`config.mk`:
```
export PLATFORM = sky130hd
export DESIGN_NAME = multicycle_calculator
export DESIGN_NICKNAME = d
export VERILOG_FILES = /design/src/rtl/calc_pkg.sv /design/src/rtl/calc_regfile.sv /design/src/rtl/multicycle_calculator.sv
export SDC_FILE = /design/constraint.sdc
export NUM_CORES = 1
export LEC_CHECK = 0
export ABC_AREA = 1
export BUFFER_PORTS_ARGS = -buffer_cell sky130_fd_sc_hd__buf_2
export CORE_MARGIN = 2
export CORE_UTILIZATION = 55
export DETAILED_ROUTE_END_ITERATION = 7
export PLACE_DENSITY = 0.72
export SETUP_SLACK_MARGIN = 0.4
export SLEW_MARGIN = 20
export SYNTH_ARGS = -nofsm -noshare
export SYNTH_HDL_FRONTEND = slang
export SYNTH_SLANG_ARGS = --single-unit
```
`constraint.sdc`:
```
create_clock -name Clk -period 3.3 [get_ports Clk]
set_clock_uncertainty 0.15 [all_clocks]
set_input_delay 0.33 -clock Clk [delete_from_list [all_inputs] [get_ports Clk]]
set_output_delay 0.33 -clock Clk [all_outputs]
set_load 0.1 [all_outputs]
```
`src/rtl/calc_pkg.sv`:
```
// -----------------------------------------------------------------------------
// calc_pkg
// Shared definitions for the multicycle calculator:
//   op_t    - 4-bit opcode encoding carried on Ctrl
//   state_t - sequencer states. S_MUL is only used when CALC_MUL_EN is defined.
// -----------------------------------------------------------------------------
package calc_pkg;

    typedef enum logic [3:0] {
        OP_ADD  = 4'h0,
        OP_SUB  = 4'h1,
        OP_AND  = 4'h2,
        OP_OR   = 4'h3,
        OP_NOT  = 4'h4,
        OP_XOR  = 4'h5,
        OP_NOR  = 4'h6,
        OP_SHL  = 4'h7,
        OP_SHR  = 4'h8,
        OP_SRA  = 4'h9,
        OP_ROL  = 4'hA,
        OP_ROR  = 4'hB,
        OP_EQ   = 4'hC,
        OP_MUL  = 4'hD,
        OP_SLT  = 4'hE,
        OP_RSVD = 4'hF
    } op_t;

    typedef enum logic {
        S_IDLE = 1'b0,
        S_MUL  = 1'b1
    } state_t;

endpackage

```
`src/rtl/calc_regfile.sv`:
```
// -----------------------------------------------------------------------------
// calc_regfile
// NREG x DATA_W register file. Register 0 is hardwired to zero.
// Ports:
//   i_clk, i_rst_n        clock, async active-low reset (clears all registers)
//   i_raddr_a/o_rdata_a   async read port A (X operand)
//   i_raddr_b/o_rdata_b   async read port B (Y operand)
//   i_dbg_addr/o_dbg_data async debug read port
//   i_we, i_waddr, i_wdata synchronous write port; writes to address 0 dropped
// -----------------------------------------------------------------------------
module calc_regfile #(
    parameter  int DATA_W = 8,
    parameter  int NREG   = 8,
    localparam int ADDR_W = $clog2(NREG)
) (
    input  logic              i_clk,
    input  logic              i_rst_n,
    input  logic [ADDR_W-1:0] i_raddr_a,
    output logic [DATA_W-1:0] o_rdata_a,
    input  logic [ADDR_W-1:0] i_raddr_b,
    output logic [DATA_W-1:0] o_rdata_b,
    input  logic [ADDR_W-1:0] i_dbg_addr,
    output logic [DATA_W-1:0] o_dbg_data,
    input  logic              i_we,
    input  logic [ADDR_W-1:0] i_waddr,
    input  logic [DATA_W-1:0] i_wdata
);

    logic [DATA_W-1:0] r_mem [NREG];

    always_ff @(posedge i_clk or negedge i_rst_n) begin
        if (!i_rst_n) begin
            for (int i = 0; i < NREG; i++) r_mem[i] <= '0;
        end else if (i_we && (i_waddr != '0)) begin
            r_mem[i_waddr] <= i_wdata;
        end
    end

    // Address 0 is forced to zero on read so R0 stays zero regardless of storage.
    assign o_rdata_a  = (i_raddr_a  == '0) ? '0 : r_mem[i_raddr_a];
    assign o_rdata_b  = (i_raddr_b  == '0) ? '0 : r_mem[i_raddr_b];
    assign o_dbg_data = (i_dbg_addr == '0) ? '0 : r_mem[i_dbg_addr];

endmodule

```
`src/rtl/multicycle_calculator.sv`:
```
// -----------------------------------------------------------------------------
// multicycle_calculator
// Register-file ALU. Single-cycle ops complete one cycle after accept; with
// CALC_MUL_EN defined, opcode D runs an unsigned shift-add multiply over
// DATA_W cycles. Without CALC_MUL_EN, opcode D behaves as reserved
// (result 0) and InReady is tied high.
// Ports:
//   Clk, Rst_n              clock, async active-low reset
//   InValid/InReady         command handshake (accept when both high)
//   Ctrl, Sel, DataIn       opcode, X source select (0 DataIn, 1 reg[RX]), data
//   RX, RY, RW, WEN         operand/destination registers, write enable
//   OutValid                one-cycle completion pulse
//   Result, Carry, Zero     held until next completion
//   DbgAddr/DbgData         combinational register read
// Config macro: CALC_MUL_EN
// -----------------------------------------------------------------------------
module multicycle_calculator
    import calc_pkg::*;
#(
    parameter  int DATA_W = 8,
    parameter  int NREG   = 8,
    localparam int ADDR_W = $clog2(NREG)
) (
    input  logic              Clk,
    input  logic              Rst_n,
    input  logic              InValid,
    output logic              InReady,
    input  logic [3:0]        Ctrl,
    input  logic              Sel,
    input  logic [DATA_W-1:0] DataIn,
    input  logic [ADDR_W-1:0] RX,
    input  logic [ADDR_W-1:0] RY,
    input  logic [ADDR_W-1:0] RW,
    input  logic              WEN,
    output logic              OutValid,
    output logic [DATA_W-1:0] Result,
    output logic              Carry,
    output logic              Zero,
    input  logic [ADDR_W-1:0] DbgAddr,
    output logic [DATA_W-1:0] DbgData
);

    localparam int SH_W = $clog2(DATA_W);

    // Single-cycle ALU; returns {carry, result}.
    function automatic logic [DATA_W:0] f_alu(input op_t op,
                                              input logic [DATA_W-1:0] x,
                                              input logic [DATA_W-1:0] y);
        logic signed [DATA_W:0] xs;
        logic signed [DATA_W:0] ys;
        logic        [DATA_W:0] res;
        xs  = {x[DATA_W-1], x};
        ys  = {y[DATA_W-1], y};
        res = '0;
        case (op)
            OP_ADD:  res = xs + ys;
            OP_SUB:  res = xs - ys;
            OP_AND:  res = {1'b0, x & y};
            OP_OR:   res = {1'b0, x | y};
            OP_NOT:  res = {1'b0, ~x};
            OP_XOR:  res = {1'b0, x ^ y};
            OP_NOR:  res = {1'b0, ~(x | y)};
            OP_SHL:  res = {1'b0, y << x[SH_W-1:0]};
            OP_SHR:  res = {1'b0, y >> x[SH_W-1:0]};
            OP_SRA:  res = {1'b0, x[DATA_W-1], x[DATA_W-1:1]};
            OP_ROL:  res = {1'b0, x[DATA_W-2:0], x[DATA_W-1]};
            OP_ROR:  res = {1'b0, x[0], x[DATA_W-1:1]};
            OP_EQ:   res = {{DATA_W{1'b0}}, (x == y)};
            OP_SLT:  res = {{DATA_W{1'b0}}, ($signed(x) < $signed(y))};
            default: res = '0;  // MUL handled by the sequencer, F reserved
        endcase
        return res;
    endfunction

    logic [DATA_W-1:0] w_rx_data;
    logic [DATA_W-1:0] w_ry_data;
    logic [DATA_W-1:0] w_x;
    logic [DATA_W-1:0] w_y;
    logic [DATA_W:0]   w_alu;
    logic [DATA_W:0]   w_res;
    logic              w_accept;
    logic              w_done;
    logic              w_we;
    logic [ADDR_W-1:0] w_waddr;
    logic [DATA_W-1:0] w_wdata;
    op_t               w_op;

    assign w_op     = op_t'(Ctrl);
    assign w_x      = Sel ? w_rx_data : DataIn;
    assign w_y      = w_ry_data;
    assign w_alu    = f_alu(w_op, w_x, w_y);
    assign w_accept = InValid && InReady;
    assign w_wdata  = w_res[DATA_W-1:0];

    calc_regfile #(
        .DATA_W (DATA_W),
        .NREG   (NREG)
    ) u_regfile (
        .i_clk      (Clk),
        .i_rst_n    (Rst_n),
        .i_raddr_a  (RX),
        .o_rdata_a  (w_rx_data),
        .i_raddr_b  (RY),
        .o_rdata_b  (w_ry_data),
        .i_dbg_addr (DbgAddr),
        .o_dbg_data (DbgData),
        .i_we       (w_we),
        .i_waddr    (w_waddr),
        .i_wdata    (w_wdata)
    );

`ifdef CALC_MUL_EN
    localparam int                CNT_W    = $clog2(DATA_W);
    localparam logic [CNT_W-1:0]  CNT_LAST = CNT_W'(DATA_W - 1);

    state_t              r_state;
    state_t              w_next_state;
    logic [CNT_W-1:0]    r_cnt;
    logic [2*DATA_W-1:0] r_acc;
    logic [2*DATA_W-1:0] r_mcand;
    logic [DATA_W-1:0]   r_mplier;
    logic [ADDR_W-1:0]   r_rw;
    logic                r_wen;
    logic [2*DATA_W-1:0] w_prod;
    logic                w_mul_start;
    logic                w_mul_last;

    assign w_mul_start = w_accept && (w_op == OP_MUL);
    assign w_mul_last  = (r_state == S_MUL) && (r_cnt == CNT_LAST);
    // Partial sum including the current multiplier bit; on the last step this
    // is the full product.
    assign w_prod      = r_acc + (r_mplier[0] ? r_mcand : '0);

    always_ff @(posedge Clk or negedge Rst_n) begin
        if (!Rst_n) begin
            r_state <= S_IDLE;
            r_cnt   <= '0;
        end else begin
            r_state <= w_next_state;
            if (w_mul_start)           r_cnt <= '0;
            else if (r_state == S_MUL) r_cnt <= r_cnt + 1'b1;
        end
    end

    always_comb begin
        w_next_state = r_state;
        InReady      = 1'b0;
        case (r_state)
            S_IDLE: begin
                InReady = 1'b1;
                if (InValid && (w_op == OP_MUL)) w_next_state = S_MUL;
            end
            S_MUL: begin
                if (r_cnt == CNT_LAST) w_next_state = S_IDLE;
            end
            default: w_next_state = S_IDLE;
        endcase
    end

    // Multiply datapath: no reset needed, every field is loaded at start and
    // an aborted run never reaches writeback.
    always_ff @(posedge Clk) begin
        if (w_mul_start) begin
            r_acc    <= '0;
            r_mcand  <= {{DATA_W{1'b0}}, w_x};
            r_mplier <= w_y;
            r_rw     <= RW;
            r_wen    <= WEN;
        end else if (r_state == S_MUL) begin
            r_acc    <= w_prod;
            r_mcand  <= r_mcand << 1;
            r_mplier <= r_mplier >> 1;
        end
    end

    assign w_done  = (w_accept && !w_mul_start) || w_mul_last;
    assign w_res   = w_mul_last ? {|w_prod[2*DATA_W-1:DATA_W], w_prod[DATA_W-1:0]} : w_alu;
    assign w_we    = w_mul_last ? r_wen : (w_accept && !w_mul_start && WEN);
    assign w_waddr = w_mul_last ? r_rw : RW;
`else
    assign InReady = 1'b1;
    assign w_done  = w_accept;
    assign w_res   = w_alu;
    assign w_we    = w_accept && WEN;
    assign w_waddr = RW;
`endif

    // Completion register: results and flags update on the same edge as writeback.
    always_ff @(posedge Clk or negedge Rst_n) begin
        if (!Rst_n) begin
            OutValid <= 1'b0;
            Result   <= '0;
            Carry    <= 1'b0;
            Zero     <= 1'b1;
        end else begin
            OutValid <= w_done;
            if (w_done) begin
                Result <= w_res[DATA_W-1:0];
                Carry  <= w_res[DATA_W];
                Zero   <= (w_res[DATA_W-1:0] == '0);
            end
        end
    end

endmodule

```
==> summary.md, run 1 <==
| Metric | Value |
|---|---|
| Synth cell types | `51` |
| Sequential fraction of design power | `26.2%` |
| Initial antenna violation count | `0` |
| I/O pin cnt | `49` |
| Sequential element share of the synthesized area | `27.6%` |
| Worst EP required | `3440 ps` |
| Layout cells sized above 1 | `36.4%` |
| Clock Power Share | `19.6%` |
| DP Wirelength | `18.5 mm` |
| NetSw | `0.00225 W` |
| FF+latch count, synth | `75` |
| Num rows | `40` |
| # setup viols final | `0` |
| Worst skew pair latency | `350 ps` |
| Vias in the first global route | `7202` |
| Fin crit share | `95.2%` |
| Die Y | `115 um` |
| CP startpoint kind | `register` |
| Status | `finished with violations` |
| Worst vdd ir | `465 uV` |
| DRC | `0` |
| Fmax | `318 MHz` |
| Final nets | `1272` |
| CTS tree | `done` |
| Final critical path time including I/O delays and setup | `3140 ps` |
| CP Cell Sequence | `inv_2 -> nand2_2 -> o211ai_1 -> nand3_1 -> nand3_2 -> inv_4 -> ha_4 -> inv_2 -> fa_2 -> inv_2 -> nand3_2 -> nand2_1 -> nand2_2 -> nand2_2 -> a21oi_2 -> nor2_2 -> nand3b_1 -> o21ai_2 -> nor2_4 -> nand2_4 -> nor2_4 -> nand4_1 -> nand2_1` |
| Cell area after synthesis | `6820 um2` |
| Fin area | `9280 um2` |
| Crit Path Category | `reg -> reg` |
| Sw frac | `45.5%` |
| Tightest Pin Transition | `966 ps` |
| Slew HR | `35.6%` |
| Failing checks | `hold timing` |
| P_leak | `4.58 nW` |
| RSZ-0062 raised after global routing | `yes` |
| Cells after Synth | `1053` |
| Total CTS buffers | `9` |
| Most frequent cells in the layout | `nand2_1, buf_4, nand3_1` |
| Total track usage | `38.9%` |
| Comb pwr share | `54.2%` |
| Ant diodes | `0` |
| CP max-delay cell | `dfrtp_1` |
| Synthesis-to-layout area growth | `36.1%` |
| Pint | `0.00269 W` |
| Via density | `5.93` |
| Synth Area per Inst | `6.47 um2` |
| Core area | `12100 um2` |
| Grt total ovfl | `0` |
| Clock slew at reported path FFs | `70 ps` |
| FF-to-FF setup slack | `160 ps` |
| Routed vias | `8234` |
| Area of the die | `13300 um2` |
| Port Buffer Count | `47` |
| Root Driver | `clkbuf_16` |
| PD cells | `532 nW/um2` |
| Pre-antenna DRT Iters | `6` |
| Initial DRC Count | `1153` |
| Bufs on Longest Clock Path | `2` |
| Die width | `115 um` |
| Placed instance area | `8200 um2` |
| Starting density of the core | `56.5%` |
| Dominant synthesized flop cell | `dfrtp_1` |
| Final Max Tran Viols | `0` |
| Critical path arrival | `3280 ps` |
| Hold Path Class | `in -> async` |
| Crit path largest cell delay | `400 ps` |
| Wirelength per Cell | `18.9 um` |
| # Max-Cap Violations | `0` |
| Hold Slack | `-7.05 ps` |
| Post-synth EDFFs | `0` |
| Pin count of the biggest net entering global routing | `76` |
| Syn nets | `1109` |
| TritonCTS Sinks | `75` |
| Synth warn | `0` |
| Most common cell after layout, fill and taps aside | `nand2_1` |
| Post-synth ARST share | `100%` |
| Drt total wl | `26.2 mm` |
| Pwr Total | `0.00494 W` |
| Final Worst Setup Slack | `159 ps` |
| Dpl ws | `-161 ps` |
| First-pass GRT wire length | `39.1 mm` |
| Antenna-violating nets left | `0` |
| H-tree levels | `3` |
| Crit Path Max Fanout | `5` |
| Critical path endpoint category | `register` |
| Hold Vio Cnt, Final | `9` |
| Routability cong. | `1.00` |
-- cell families (layout without fill, tap and decap cells) --
logic type	count (synthesis)	in the layout	synth area share (%)
AO/OA/AOI/OAI	221	221	18.0
XOR/XNOR	1	1	0.129
adder cells (fa/ha/maj)	27	27	5.18
buffers and inverters	174	340	11.8
flip-flops	75	75	27.6
other	1	1	0.0550
AND/OR/NAND/NOR	554	556	37.2
-- cell type report --
type | count | area (um2)
multi-input cells | 806 | 4750
fillers | 932 | 2780
flip-flops and latches | 75 | 1880
repair buffers | 204 | 1680
inverters | 120 | 473
clock buffers | 9 | 225
well taps | 168 | 210
clock inverters | 7 | 61.3
-- power groups by stage --
| stage | Sequential (W) | Combinational [W] | Clock (W) |
|---|---|---|---|
| 2_1_floorplan | 0.00139 | 0.00127 | 0 |
| 3_3_place_gp | 0.00129 | 0.00218 | 0 |
| 3_5_place_dp | 0.00129 | 0.00219 | 0 |
| 4_1_cts | 0.00128 | 0.00231 | 0.000969 |
| 5_1_grt | 0.00131 | 0.00287 | 0.00101 |
| 6_report | 0.00129 | 0.00268 | 0.000968 |
-- worst paths after layout --
| check | from | end | depth (start not counted) |
|---|---|---|---|
| worst max-delay path | u_regfile.r_mem[32] | Zero | 23 |
| worst min-delay path | Rst_n | u_regfile.r_mem[49] | 1 |
| worst max register to register | u_regfile.r_mem[32] | Zero | 23 |
| worst min register to register | u_regfile.r_mem[59] | u_regfile.r_mem[59] | 0 |
| max in group asynchronous | Rst_n | u_regfile.r_mem[46] | 1 |
| min in group Clk | InValid | OutValid | 1 |
-- worst max-delay path, delay by kind of cell, from the launching register on --
kind / cells / cell delay (ps)
AND/OR/NAND/NOR: 14 / 1480
adder cells (fa/ha/maj): 2 / 520
flip-flops: 1 / 400
buffers and inverters: 4 / 290
AO/OA/AOI/OAI: 3 / 240
-- sequential cells by signal (all words and copies together) (netlist names) --
register / flops
Carry: 1
Result: 8
u_regfile.r_mem: 64
OutValid: 1
Zero: 1
-- metal layers --
metal | vias up | track usage [%] | share of wire, %
li1 | 3791 | - | -
met1 | 3830 | 56.8 | 42
met2 | 516 | 57.1 | 43
met3 | 97 | 8.65 | 10
met4 | 0 | 13.2 | 3.8
met5 | - | 0 | 0
-- synth_stat cells (all sizes together), types with 2 or more instances --
library cell	instances	area share, %
dfrtp	74	27
nor3	4	0.29
nand3	149	13
a31oi	9	0.83
a21oi	75	5.9
fa	2	0.59
nand4	7	0.64
clkinv	2	0.11
clkbuf	26	1.4
nand2	299	18
nand3b	4	0.44
o21bai	2	0.39
inv	118	6.6
or2	7	0.64
o22ai	3	0.28
buf	28	3.6
o211ai	10	1.2
nor2	83	5.0
ha	25	4.6
o21ai	115	8.5
-- timing repair --
action                                  in CTS  in global routing
buffers inserted                            12                 20
gates cloned                                 1                  1
resized for setup                           39                161
endpoints found under the hold margin        0                  0
endpoints found under the setup margin      66                 66
hold buffers                                 0                  0
pin swaps                                   19                 52
-- metrics by stage --
stage / instances / util [%] / setup TNS (ps) / hold WS, ps
2_1_floorplan: 1053 / - / 0 / -116
3_3_place_gp: 1339 / 68.0 / -1030 / 235
3_5_place_dp: 1339 / 68.0 / -1890 / 237
4_1_cts: 1368 / 72.0 / 0 / 18.0
5_1_grt: 1389 / 76.9 / 0 / 66.2
6_report: 1389 / 76.9 / 0 / -7.05
Power figures use the tool's default switching activity.
==> inputs of run 2 (changes only) <==
Settings changed: CORE_MARGIN 2 to 3.
==> run 2 against run 1 <==
Against the previous run:
- the run still ends with hold timing left
- critical path type unchanged
- sequential share of layout area grew 0.43 points
- die area up 3.5%
- setup slack gained 25 ps
- design area shrank 2.1%
- sequential power barely moved
- critical path depth unchanged
- core utilization fell by 1.6 points
- clock power is 2.6% higher
- power shrank 1.7%
- non-clock buffer count down 7
- count of clock-buffer cells in the layout up 2
- sequential cell count unchanged
==> summary.md, run 2 (same netlist as run 1, synthesis figures left out) <==
| Metric | Value |
|---|---|
| Fin area | `9080 um2 (-2.1%)` |
| Clock Power Share | `20.4% (+0.8 points)` |
| Drt total wl | `26.0 mm (-0.71%)` |
| Via density | `5.83 (-1.6%)` |
| Die Y | `117 um (+1.7%)` |
| P_leak | `4.44 nW (-2.9%)` |
| Failing checks | `hold timing` |
| H-tree levels | `3 (unchanged)` |
| Placed instance area | `8200 um2 (about the same)` |
| Core area | `12100 um2 (unchanged)` |
| Placed insts | `1341 (+0.15%)` |
| Final Max Tran Viols | `0 (unchanged)` |
| Wirelength per Cell | `18.8 um (-0.28%)` |
| Total CTS buffers | `9 (unchanged)` |
| CP startpoint kind | `register` |
| Crit Path Max Fanout | `5 (unchanged)` |
| Most frequent cells in the layout | `nand2_1, buf_4, nand3_1` |
| Area of the die | `13800 um2 (+3.5%)` |
| Antenna-violating nets left | `0 (unchanged)` |
| Top flop regs | `u_regfile.r_mem: 64 flops, Result: 8 flops` |
| Hold Path Class | `in -> async` |
| Initial antenna violation count | `0 (unchanged)` |
| Worst skew pair latency | `350 ps (about the same)` |
| Status | `finished with violations` |
| Pin count of the biggest net entering global routing | `76 (unchanged)` |
| Num rows | `40 (unchanged)` |
| Port Buffer Count | `47 (unchanged)` |
| # setup viols final | `0 (unchanged)` |
| Synthesis-to-layout area growth | `33.3%` |
| Hold Slack | `-26.3 ps (-19.2 ps)` |
| Ant diodes | `0 (unchanged)` |
| DP Wirelength | `18.4 mm (-0.77%)` |
| First-pass GRT wire length | `39.1 mm (about the same)` |
| Crit path largest cell delay | `410 ps (about the same)` |
| Fin crit share | `94.4% (-0.77 points)` |
| Root Driver | `clkbuf_16` |
| CTS tree | `done` |
| CP Cell Sequence | `inv_2 -> nand2_1 -> o211ai_1 -> nand3_1 -> nand3_2 -> inv_4 -> ha_4 -> inv_2 -> fa_2 -> inv_2 -> nand3_4 -> nand2_2 -> nand2_2 -> nand2_2 -> a21oi_2 -> nor2_2 -> nand3b_1 -> o21ai_2 -> nor2_4 -> nand2_4 -> nor2_1 -> nand4_1 -> nand2_1` |
| Max FFs per register | `64 (unchanged)` |
| # Max-Cap Violations | `0 (unchanged)` |
| DRC | `0 (unchanged)` |
| RSZ-0062 raised after global routing | `yes` |
| Total track usage | `35.7% (-3.2 points)` |
| Critical path endpoint category | `register` |
| Comb pwr share | `52.8% (-1.4 points)` |
| PD cells | `534 nW/um2 (+0.39%)` |
| Final cell count without fillers | `1383 (-0.43%)` |
| Sequential fraction of design power | `26.8% (+0.6 points)` |
| Bufs on Longest Clock Path | `2 (unchanged)` |
| Biggest register | `u_regfile.r_mem` |
| Pre-antenna DRT Iters | `6 (unchanged)` |
| Clock slew at reported path FFs | `70 ps (about the same)` |
| Worst vdd ir | `512 uV (+10%)` |
| Worst EP required | `3430 ps (about the same)` |
| Slew HR | `35.5% (-0.070 points)` |
| Routed vias | `8064 (-2.1%)` |
| CP max-delay cell | `dfrtp_1` |
| Initial DRC Count | `1158 (+0.43%)` |
| # hold bufs at CTS | `0 (unchanged)` |
| TritonCTS Sinks | `75 (unchanged)` |
| Final critical path time including I/O delays and setup | `3120 ps (-25.3 ps)` |
| Sw frac | `45.2% (-0.27 points)` |
| Hold Vio Cnt, Final | `25 (+16)` |
| Most common cell after layout, fill and taps aside | `nand2_1` |
| Critical path arrival | `3250 ps (-30 ps)` |
| Pint | `0.00266 W (-1.2%)` |
| Crit Path Category | `reg -> reg` |
| Starting density of the core | `56.5% (unchanged)` |
| Final nets | `1266 (-0.47%)` |
| Routability cong. | `1.04 (+3.9%)` |
| I/O pin cnt | `49 (unchanged)` |
| Vias in the first global route | `7109 (-1.3%)` |
| Fmax | `321 MHz (+0.81%)` |
| Setup_tns | `0 ps (unchanged)` |
| Tightest Pin Transition | `967 ps (+1.04 ps)` |
| Grt total ovfl | `0 (unchanged)` |
| NetSw | `0.00219 W (-2.3%)` |
| Layout cells sized above 1 | `33.3% (-3.1 points)` |
| Die width | `117 um (+1.7%)` |
==> run 2: cell count changes in the layout (fill, tap and decap cells not counted), moves of 3 or more <==
cell     previous run  this run
a21oi_1            54        57
a21oi_2            18        15
buf_4             143       139
buf_6               6         3
inv_1              73        70
inv_2              40        43
nand2_1           233       258
nand2_2            52        33
nand2_4            16        11
o21ai_0            53        61
o21ai_2            13         5
==> run 2: worst paths after layout <==
kind / start / endpoint / slack (ps) / cells past startpoint
max: u_regfile.r_mem[32] / Zero / 180 / 23
min: Rst_n / u_regfile.r_mem[2] / -30 / 1
max reg2reg: u_regfile.r_mem[32] / Zero / 180 / 23
min reg2reg: u_regfile.r_mem[63] / u_regfile.r_mem[63] / 250 / 0
max in group asynchronous: Rst_n / u_regfile.r_mem[37] / 2370 / 1
min in group Clk: InValid / OutValid / 70 / 1
==> run 2: worst max-delay path, delay by kind of cell (launching register included) <==
kind | cells | cell delay (ps)
AOI/OAI and AO/OA | 3 | 240
adders and majority gates | 2 | 510
buffers and inverters | 4 | 290
DFF | 1 | 410
and+or+nand+nor | 14 | 1430
==> run 2: layout make-up <==
class / instances / area (um2)
multi-input combinational: 807 / 4600
clock inverter: 5 / 42.5
sequential: 75 / 1880
timing repair buffer: 197 / 1620
fill: 982 / 2980
inverter: 120 / 475
clock buffer: 11 / 253
tap: 168 / 210
==> run 2: per-stage QoR <==
step	setup WS (ps)	power, W	utilization (%)
after global routing	27.1	0.00510	75.3
after global placement	-246	0.00345	67.9
after CTS	280	0.00456	71.9
after detailed placement	-218	0.00347	67.9
after floorplan	371	0.00267	-
final	184	0.00486	75.3
==> run 2: repair_timing <==
| item | 4_1_cts | 5_1_grt |
|---|---|---|
| pin swaps | 21 | 44 |
| gates cloned | 2 | 2 |
| setup buffers | 8 | 14 |
| resized for setup | 47 | 106 |
| endpoints found under the setup margin | 66 | 66 |
| hold endpoints to repair | 0 | 0 |
==> run 2: layer usage <==
| layer | vias to the layer above | wire length, um | global-route usage (%) |
|---|---|---|---|
| li1 | 3780 | - | - |
| met1 | 3683 | 10900 | 53.5 |
| met2 | 520 | 11200 | 53.0 |
| met3 | 81 | 2980 | 5.69 |
| met4 | 0 | 972 | 11.0 |
| met5 | - | 0 | 0 |
==> run 2: power groups by stage <==
stage / registers [W] / clock network (W) / logic, W
global placement: 0.00129 / 0 / 0.00216
detailed placement: 0.00129 / 0 / 0.00218
CTS: 0.00128 / 0.000991 / 0.00229
global route: 0.00132 / 0.00103 / 0.00275
floorplan: 0.00139 / 0 / 0.00127
finish: 0.00130 / 0.000993 / 0.00256
==> inputs of run 3 (changes only) <==
Settings changed: CAP_MARGIN set to 20, REMOVE_ABC_BUFFERS set to 1.
==> run 3 against run 2 <==
Against the previous run:
- critical path depth grew 1
- worst hold slack gained 5.3 ps
- register-to-register slack lost 60 ps
- maximum frequency shrank 2.2%
- first-iteration DRC count shrank 4.3%
- highest routed layer unchanged
- the run still ends with hold timing left
- routed wire length grew 0.92%
- via count grew 2.4%
- sequential share of layout area is essentially flat
- power grew 2.6%
- combinational power grew 2%
==> summary.md, run 3 (same netlist as run 1, synthesis figures left out) <==
| Metric | Value |
|---|---|
| Status | `finished with violations` |
| Failing checks | `hold timing` |
| RSZ-0062 raised after global routing | `yes` |
| DRC | `0 (unchanged)` |
| Via density | `5.99 (+2.8%)` |
| Biggest register | `u_regfile.r_mem` |
| Slew HR | `35.1% (-0.47 points)` |
| Bufs on Longest Clock Path | `2 (unchanged)` |
| Worst vdd ir | `594 uV (+16%)` |
| Worst skew pair latency | `350 ps (about the same)` |
| CTS tree | `done` |
| Num rows | `40 (unchanged)` |
| Final nets | `1262 (-0.32%)` |
| Area of the die | `13800 um2 (unchanged)` |
| First-pass GRT wire length | `38.6 mm (-1.1%)` |
| Pwr Total | `0.00498 W (+2.6%)` |
| DP Wirelength | `17.2 mm (-6.6%)` |
| Grt total ovfl | `0 (unchanged)` |
| Most frequent cells in the layout | `nand2_1, buf_4, nand3_1` |
| Routed vias | `8261 (+2.4%)` |
| Crit Path Max Fanout | `13 (+8)` |
| H-tree levels | `3 (unchanged)` |
| Final cell count without fillers | `1378 (-0.36%)` |
| Layout cells sized above 1 | `34.2% (+0.88 points)` |
| P_leak | `4.43 nW (-0.35%)` |
| Fmax | `314 MHz (-2.2%)` |
| Synthesis-to-layout area growth | `33.5%` |
| # Max-Cap Violations | `0 (unchanged)` |
| PD cells | `548 nW/um2 (+2.4%)` |
| Placed insts | `1325 (-1.2%)` |
| Worst EP required | `3440 ps (about the same)` |
| Die width | `117 um (unchanged)` |
| FILL cells | `942 (-4.1%)` |
| Starting density of the core | `56.5% (unchanged)` |
| Total CTS buffers | `9 (unchanged)` |
| Pre-antenna DRT Iters | `8 (+2)` |
| Clock slew at reported path FFs | `60 ps (about the same)` |
| Routability cong. | `1.02 (-1.9%)` |
| Antenna-violating nets left | `0 (unchanged)` |
| Drt total wl | `26.3 mm (+0.92%)` |
| Most common cell after layout, fill and taps aside | `nand2_1` |
| Critical path endpoint category | `register` |
| CP startpoint kind | `primary input` |
| Port Buffer Count | `47 (unchanged)` |
| Initial DRC Count | `1108 (-4.3%)` |
| Pin count of the biggest net entering global routing | `76 (unchanged)` |
| Tightest Pin Transition | `974 ps (+6.99 ps)` |
| Top flop regs | `u_regfile.r_mem: 64 flops, Result: 8 flops` |
| Critical path arrival | `3320 ps (+70 ps)` |
| Core area | `12100 um2 (unchanged)` |
| Hold Path Class | `in -> async` |
| Crit Path Category | `in -> reg` |
| # hold bufs at CTS | `0 (unchanged)` |
| Setup_tns | `0 ps (unchanged)` |
| Die Y | `117 um (unchanged)` |
| Total track usage | `35.0% (-0.69 points)` |
| Initial antenna violation count | `0 (unchanged)` |
| Fin crit share | `96.5% (+2.1 points)` |
| Hold Slack | `-21.0 ps (+5.31 ps)` |
| Final critical path time including I/O delays and setup | `3190 ps (+69.6 ps)` |
| Final Max Tran Viols | `0 (unchanged)` |
| Root Driver | `clkbuf_16` |
| Ant diodes | `0 (unchanged)` |
| # setup viols final | `0 (unchanged)` |
| Max FFs per register | `64 (unchanged)` |
| TritonCTS Sinks | `75 (unchanged)` |
| I/O pin cnt | `49 (unchanged)` |
| Wirelength per Cell | `19.1 um (+1.3%)` |
| Hold Vio Cnt, Final | `11 (-56%)` |
| Vias in the first global route | `7549 (+6.2%)` |
==> run 3: what timing repair did <==
| item | CTS | global route |
|---|---|---|
| buffers inserted | 17 | 17 |
| resized for setup | 69 | 135 |
| gates cloned | 2 | 2 |
| pin swaps | 42 | 49 |
| endpoints found under the setup margin | 66 | 66 |
==> run 3: metrics by stage <==
step           utilization [%]  setup WS [ps]  area [um2]
6_report                  75.5            115        9100
5_1_grt                   75.5          -19.8        9100
4_1_cts                   71.0            231        8570
3_5_place_dp              65.4           -166        7890
3_3_place_gp              65.4          -84.6        7890
2_1_floorplan                -            227        6470
==> run 3: worst paths after layout <==
check / slack, ps / cells after the start / endpoint / from
setup / recovery: 110 / 24 / Zero / RY[0]
hold / removal: -20 / 1 / u_regfile.r_mem[32] / Rst_n
setup reg to reg: 120 / 22 / Zero / u_regfile.r_mem[53]
hold reg to reg: 250 / 0 / u_regfile.r_mem[56] / u_regfile.r_mem[56]
max in group asynchronous: 2390 / 1 / u_regfile.r_mem[46] / Rst_n
min in group Clk: 90 / 1 / OutValid / InValid
==> run 3: report_power, final <==
part,switching (W),internal [W],total (W)
Clock,0.000426,0.000661,0.00109
Combinational,0.00162,0.000986,0.00261
Sequential,0.000152,0.00114,0.00129
==> run 3: cell type report <==
type | instances | area [um2] | share of cell area (%)
timing repair buffer | 192 | 1530 | 16.8
tap | 168 | 210 | 2.31
multi-input combinational | 808 | 4710 | 51.7
sequential | 75 | 1880 | 20.6
clock inverter | 4 | 76.3 | 0.839
clock buffer | 11 | 233 | 2.56
inverter | 120 | 470 | 5.17
==> run 3: critical path: stages <==
cell and delay, ps:
clkbuf_4 200, inv_4 180, buf_4 150, nand2_1 50, o211ai_1 80, nand3_1 170
inv_1 100, nor2_1 50, buf_4 150, ha_4 280, inv_1 80, nand2_2 110
nor3_1 80, nand3_1 70, nand4_1 80, nor2_1 130, nand2_1 80, nor2_1 160
nand3_1 170, nor2_4 200, nand2_4 120, nor2_1 120, nand4_1 100, nand2_1 90
==> run 3: metal layers <==
metal  track usage, %  part of all wire [%]
met1             48.4                    38
met2             51.6                    44
met3             8.53                    13
met4             16.8                   5.0
met5                0                     0
